[src/rtl/icache.sv]
// Direct-mapped instruction cache with 4-word lines, one-cycle hit latency
// and a single-request refill path to memory. Flush (fence.i) clears all
// valid bits; a flush arriving mid-refill is deferred until the refill ends.
module icache #(
  parameter int LINES = 16
) (
  input  logic        clk_i,
  input  logic        rst_i,
  input  logic        ic_req_valid,
  input  logic [31:0] ic_req_addr,
  output logic        ic_req_ready,
  output logic        ic_rsp_valid,
  output logic [31:0] ic_rsp_data,
  input  logic        flush_i,
  output logic        mem_req_valid,
  input  logic        mem_req_ready,
  output logic [31:0] mem_req_addr,
  input  logic        mem_rsp_valid,
  input  logic [31:0] mem_rsp_data
);

  localparam int IDX_W = $clog2(LINES);
  localparam int TAG_W = 28 - IDX_W;

  typedef enum logic [1:0] {IDLE, LOOKUP, MISS_REQ, REFILL} state_t;

  state_t           state_r;
  state_t           state_s;
  logic [31:2]      addr_r;
  logic [1:0]       beat_r;
  logic             flush_pend_r;
  logic [LINES-1:0] valid_r;
  logic [TAG_W-1:0] tag_r  [LINES];
  logic [31:0]      data_r [LINES][4];

  logic [IDX_W-1:0] idx_s;
  logic [TAG_W-1:0] tag_s;
  logic [1:0]       off_s;
  logic             hit_s;
  logic             accept_s;
  logic             last_beat_s;
  logic             flush_now_s;
  logic             unused_s;

  // Byte-select bits never affect a word fetch.
  assign unused_s = ^ic_req_addr[1:0];

  // Address decode of the captured request, hit detection and handshake terms.
  always_comb begin
    idx_s       = addr_r[4 +: IDX_W];
    tag_s       = addr_r[31 -: TAG_W];
    off_s       = addr_r[3:2];
    hit_s       = valid_r[idx_s] && (tag_r[idx_s] == tag_s);
    accept_s    = ic_req_valid && ic_req_ready;
    last_beat_s = (state_r == REFILL) && mem_rsp_valid && (beat_r == 2'd3);
    flush_now_s = flush_i || flush_pend_r;
  end

  // State register; reset drops any refill in flight.
  always_ff @(posedge clk_i or posedge rst_i) begin
    if (rst_i) state_r <= IDLE;
    else       state_r <= state_s;
  end

  // Next-state logic.
  always_comb begin
    state_s = state_r;
    case (state_r)
      IDLE:     if (accept_s) state_s = LOOKUP; else state_s = IDLE;
      LOOKUP: begin
        if (hit_s) begin
          if (accept_s) state_s = LOOKUP; else state_s = IDLE;
        end else begin
          state_s = MISS_REQ;
        end
      end
      MISS_REQ: if (mem_req_ready) state_s = REFILL; else state_s = MISS_REQ;
      REFILL: begin
        if (last_beat_s) begin
          // With a deferred flush the response comes straight from the refill.
          if (flush_now_s) state_s = IDLE; else state_s = LOOKUP;
        end else begin
          state_s = REFILL;
        end
      end
      default:  state_s = IDLE;
    endcase
  end

  // Output decode; everything is held at zero while reset is asserted.
  always_comb begin
    ic_req_ready  = 1'b0;
    ic_rsp_valid  = 1'b0;
    ic_rsp_data   = 32'h0;
    mem_req_valid = 1'b0;
    mem_req_addr  = 32'h0;
    if (rst_i) begin
      ic_req_ready = 1'b0;
    end else begin
      ic_req_ready = !flush_i && ((state_r == IDLE) || ((state_r == LOOKUP) && hit_s));
      if ((state_r == LOOKUP) && hit_s) begin
        ic_rsp_valid = 1'b1;
        ic_rsp_data  = data_r[idx_s][off_s];
      end else if (last_beat_s && flush_now_s) begin
        // The final beat is not in the array yet, so forward it directly.
        ic_rsp_valid = 1'b1;
        ic_rsp_data  = (off_s == 2'd3) ? mem_rsp_data : data_r[idx_s][off_s];
      end else begin
        ic_rsp_valid = 1'b0;
      end
      if (state_r == MISS_REQ) begin
        mem_req_valid = 1'b1;
        mem_req_addr  = {addr_r[31:4], 4'h0};
      end else begin
        mem_req_valid = 1'b0;
      end
    end
  end

  // Request address capture, beat counter and deferred-flush flag.
  always_ff @(posedge clk_i or posedge rst_i) begin
    if (rst_i) begin
      addr_r       <= 30'h0;
      beat_r       <= 2'd0;
      flush_pend_r <= 1'b0;
    end else begin
      if (accept_s) addr_r <= ic_req_addr[31:2];
      if (state_r == MISS_REQ) beat_r <= 2'd0;
      else if ((state_r == REFILL) && mem_rsp_valid) beat_r <= beat_r + 2'd1;
      if (last_beat_s) flush_pend_r <= 1'b0;
      else if (flush_i && ((state_r == MISS_REQ) || (state_r == REFILL))) flush_pend_r <= 1'b1;
    end
  end

  // Valid bits: cleared by flush or reset, set when a refill completes cleanly.
  always_ff @(posedge clk_i or posedge rst_i) begin
    if (rst_i) begin
      valid_r <= '0;
    end else if ((flush_i && ((state_r == IDLE) || (state_r == LOOKUP))) ||
                 (last_beat_s && flush_now_s)) begin
      valid_r <= '0;
    end else if (last_beat_s) begin
      valid_r[idx_s] <= 1'b1;
    end
  end

  // Line data and tag storage; contents are meaningless until valid is set.
  always_ff @(posedge clk_i) begin
    if ((state_r == REFILL) && mem_rsp_valid) begin
      data_r[idx_s][beat_r] <= mem_rsp_data;
      if (beat_r == 2'd3) tag_r[idx_s] <= tag_s;
    end
  end

endmodule

[config.mk]
export PLATFORM = sky130hd
export DESIGN_NAME = icache
export DESIGN_NICKNAME = d
export VERILOG_FILES = /design/src/rtl/icache.sv
export SDC_FILE = /design/constraint.sdc
export NUM_CORES = 2
export LEC_CHECK = 0
export CAP_MARGIN = 20
export CELL_PAD_IN_SITES_DETAIL_PLACEMENT = 0
export CELL_PAD_IN_SITES_GLOBAL_PLACEMENT = 2
export CORE_ASPECT_RATIO = 1.4
export CORE_MARGIN = 8
export CORE_UTILIZATION = 55
export CTS_CLUSTER_SIZE = 30
export DETAILED_ROUTE_END_ITERATION = 12
export PLACE_DENSITY = 0.86
export SETUP_SLACK_MARGIN = 0.4
export SLEW_MARGIN = 5
export SYNTH_ARGS = -nofsm -noshare
export SYNTH_HDL_FRONTEND = slang
export SYNTH_SLANG_ARGS = --single-unit
[constraint.sdc]
create_clock -name clk_i -period 11.5 [get_ports clk_i]
set_input_delay 1.725 -clock clk_i [delete_from_list [all_inputs] [get_ports clk_i]]
set_output_delay 1.725 -clock clk_i [all_outputs]
set_load 0.005 [all_outputs]
==> results by group <==
Route
  • Remaining DRCs: 0
  • Starting DRT DRC Count: 5,551
  • Vias: 43,973
  • Vias/cell: 6.55
  • DR pass1 iterations: 5
  • Total Wirelength: 224 mm
  • ANT nets after route: 0
  • Routed len/inst: 33.4 um

Pwr
  • Combinational share of power: 0.270
  • Psw: 6.97 mW
  • Clock share of power: 0.292
  • Static Leak: 32.6 nW
  • Seq pwr share: 0.438
  • Power Internal: 17.5 mW
  • Power Density: 228 mW/mm^2
  • Peak VDD IR: 0.000187 V
  • Sw frac: 0.285

GRT
  • Total congestion overflow: 0
  • First-pass GRT wire length: 322 mm
  • Total GRT Usage: 0.238
  • Initial antenna violation count: 22
  • Vias in the first global route: 45,369
  • Largest net degree at the start of global routing: 158

Floorplan
  • DIE WIDTH: 369 um
  • Site Rows: 181
  • Total die area: 0.188 mm^2
  • Boundary pin count: 137
  • Initial Utilization: 0.552
  • Die height: 510 um
  • Core Area: 0.173 mm^2

Synth
  • Main synth FF type: edfxtp_1
  • Syn avg cell area: 24.2 um^2
  • Syn Inst Count: 3,959
  • Netlist cell types: 65
  • Asr flop ratio synth: 0.0205
  • Synth Register Bits: 2,483
  • Post-synthesis sequential area ratio: 0.776
  • Post-synth EDFFs: 2,432
  • Synthesized cell area: 0.0958 mm^2
  • Warnings, synthesis: 0

Clocking
  • Clk sinks: 2,483
  • Reg clk slew, reported paths: 0.06 ns
  • CTS tree: built
  • Clk_lat worst skew: 0.84 ns
  • Clk root buf: clkbuf_16
  • Cts bufs inserted: 217
  • Cts repair resizes: 0
  • Post-CTS Setup Bufs: 0
  • H-tree depth: 4
  • Clock Path Buffers: 3
  • CTS hold repair buffers: 0

Critical path
  • Critical path class: reg -> out
  • Crit-path max FO: 59
  • Crit path top cell by count: buf_4
  • Crit start category: flop
  • Critical-path cell list: buf_4, mux2_2, o22ai_1, a221oi_2, xnor2_1, a2111oi_0, nor4b_4, nand4b_4, o21ai_4, buf_4, a22o_1, clkdlybuf4s50_1
  • Worst Path Arrival: 6.93 ns
  • CP Capture Type: output pin
  • CP max stage cell: dfrtp_4
  • CP required: 9.78 ns
  • CP peak stage delay: 1.04 ns

Timing
  • Unrepaired setup endpoints after global routing: false
  • Final worst slack: 2.85 ns
  • Worst Clk Skew: 0.0350 ns
  • Crit share post-route: 0.753
  • Final Critical Period: 8.65 ns
  • Worst Tran Pin Value: 1.15 ns
  • Setup TNS: 0 ns
  • Slew HR: 0.232
  • Final Hold Vio Count: 0
  • Final setup fails: 0
  • Max Clk Rate: 0.116 GHz
  • Pins Over Slew Limit: 0

Placed design
  • Post-DP HPWL: 118 mm
  • Port bufs: 130
  • Worst slack at placement: 3.68 ns
  • Placer Congestion: 0.788
  • Total placed cells including tap cells: 6,306

Final layout
  • Final Non-Filler Cells: 6,711
  • Area Growth Syn to Fin: 12.2%
  • Final nets: 4,320
  • Commonest non-fill, non-tap cells in the layout: edfxtp_1, mux4_2, clkbuf_16
  • Layout cell share with drive strength beyond 1: 0.298
  • Commonest non-fill, non-tap cell in the layout: edfxtp_1
  • Fin util: 0.620

Flow run
  • Max-cap violation count: 0

Status
  • Outcome: finished clean

Hold path
  • Worst Hold Class: reg -> reg
registers in the layout, indices dropped and copies added, names as in the netlist:
name,count
addr_r,30
beat_r,2
data_r,2048
flush_pend_r,1
state_r,2
tag_r,384
valid_r,16
per-layer routing:
| metal | up-vias | global-route usage | part of all wire |
|---|---|---|---|
| li1 | 17633 | - | - |
| met1 | 23736 | 0.317 | 0.37 |
| met2 | 2230 | 0.411 | 0.52 |
| met3 | 364 | 0.0387 | 0.085 |
| met4 | 10 | 0.0676 | 0.026 |
| met5 | - | 0 | 0.00029 |
worst max-delay path, delay by kind of cell (launching register included):
kind / cells / cell delay [ns]
flops: 1 / 1.04
compound gates: 5 / 1.61
buf+inv: 3 / 2.11
simple gates: 2 / 0.57
mux: 1 / 0.42
xor+xnor: 1 / 0.17
power by group through the flow:
stage / clock network, mW / registers, mW / logic [mW]
2_1_floorplan: 0 / 10.7 / 4.70
3_3_place_gp: 0 / 10.9 / 6.56
3_5_place_dp: 0 / 10.9 / 6.61
4_1_cts: 7.23 / 10.8 / 6.64
5_1_grt: 7.56 / 10.8 / 6.95
6_report: 7.15 / 10.7 / 6.61
per-stage QoR:
| stage | power [mW] | hold WS [ns] | area [um^2] |
|---|---|---|---|
| detailed placement | 17.6 | 0.478 | 100000 |
| floorplan | 15.4 | 0.459 | 95800 |
| global placement | 17.5 | 0.467 | 100000 |
| finish | 24.5 | 0.489 | 107000 |
| CTS | 24.6 | 0.492 | 107000 |
| global route | 25.3 | 0.509 | 107000 |
final timing paths:
kind,from,end,slack [ns],cells past startpoint
max,addr_r[7]$_DFFE_PP0P_,ic_rsp_data[0],2.85,12
max reg2reg,addr_r[7]$_DFFE_PP0P_,addr_r[5]$_DFFE_PP0P_,5.99,11
min,valid_r[6]$_DFFE_PP0P_,valid_r[6]$_DFFE_PP0P_,0.49,1
min reg2reg,valid_r[6]$_DFFE_PP0P_,valid_r[6]$_DFFE_PP0P_,0.49,1
min in group asynchronous,rst_i,state_r[0]$_DFF_PP0_,1.53,3
max in group asynchronous,rst_i,addr_r[5]$_DFFE_PP0P_,9.46,3
logic make-up after synthesis:
kind of cell / count (synthesis) / share of synthesized area
other cells: 1 / 0.0000391
mux: 867 / 0.188
fa+ha+maj: 4 / 0.000523
flops: 2483 / 0.776
compound gates: 150 / 0.0124
simple gates: 207 / 0.0106
xor+xnor: 19 / 0.00174
buf+inv: 228 / 0.0113
synth_stat cells, types with 7 or more instances:
| cell type | n | area share |
|---|---|---|
| nor2_1 | 72 | 0.0028 |
| mux2i_1 | 89 | 0.0093 |
| o22ai_1 | 9 | 0.00059 |
| buf_4 | 19 | 0.0015 |
| mux4_2 | 739 | 0.17 |
| nand3_1 | 9 | 0.00047 |
| and2_1 | 37 | 0.0024 |
| buf_6 | 10 | 0.0012 |
| nor3_1 | 13 | 0.00068 |
| mux2_2 | 10 | 0.0012 |
| a22o_1 | 39 | 0.0036 |
| mux2_1 | 29 | 0.0034 |
| dfrtp_1 | 51 | 0.013 |
| edfxtp_1 | 2432 | 0.76 |
| o21ai_0 | 14 | 0.00073 |
| nand2_1 | 46 | 0.0018 |
| nand2b_1 | 7 | 0.00046 |
| o21a_1 | 17 | 0.0013 |
| inv_1 | 17 | 0.00067 |
| buf_2 | 65 | 0.0034 |
| clkbuf_1 | 88 | 0.0034 |
| buf_1 | 29 | 0.0011 |
| a22oi_1 | 22 | 0.0017 |
| xnor2_1 | 13 | 0.0012 |
final cells by class:
| cell class | instances | area (um^2) |
|---|---|---|
| flip-flops and latches | 2483 | 74300 |
| fillers | 11520 | 66000 |
| multi-input cells | 1251 | 20900 |
| clock buffers | 268 | 5730 |
| well taps | 2287 | 2860 |
| repair buffers | 276 | 2420 |
| clock inverters | 126 | 1200 |
| inverters | 17 | 63.8 |
| diodes | 3 | 7.51 |
Power figures use the tool's default switching activity.
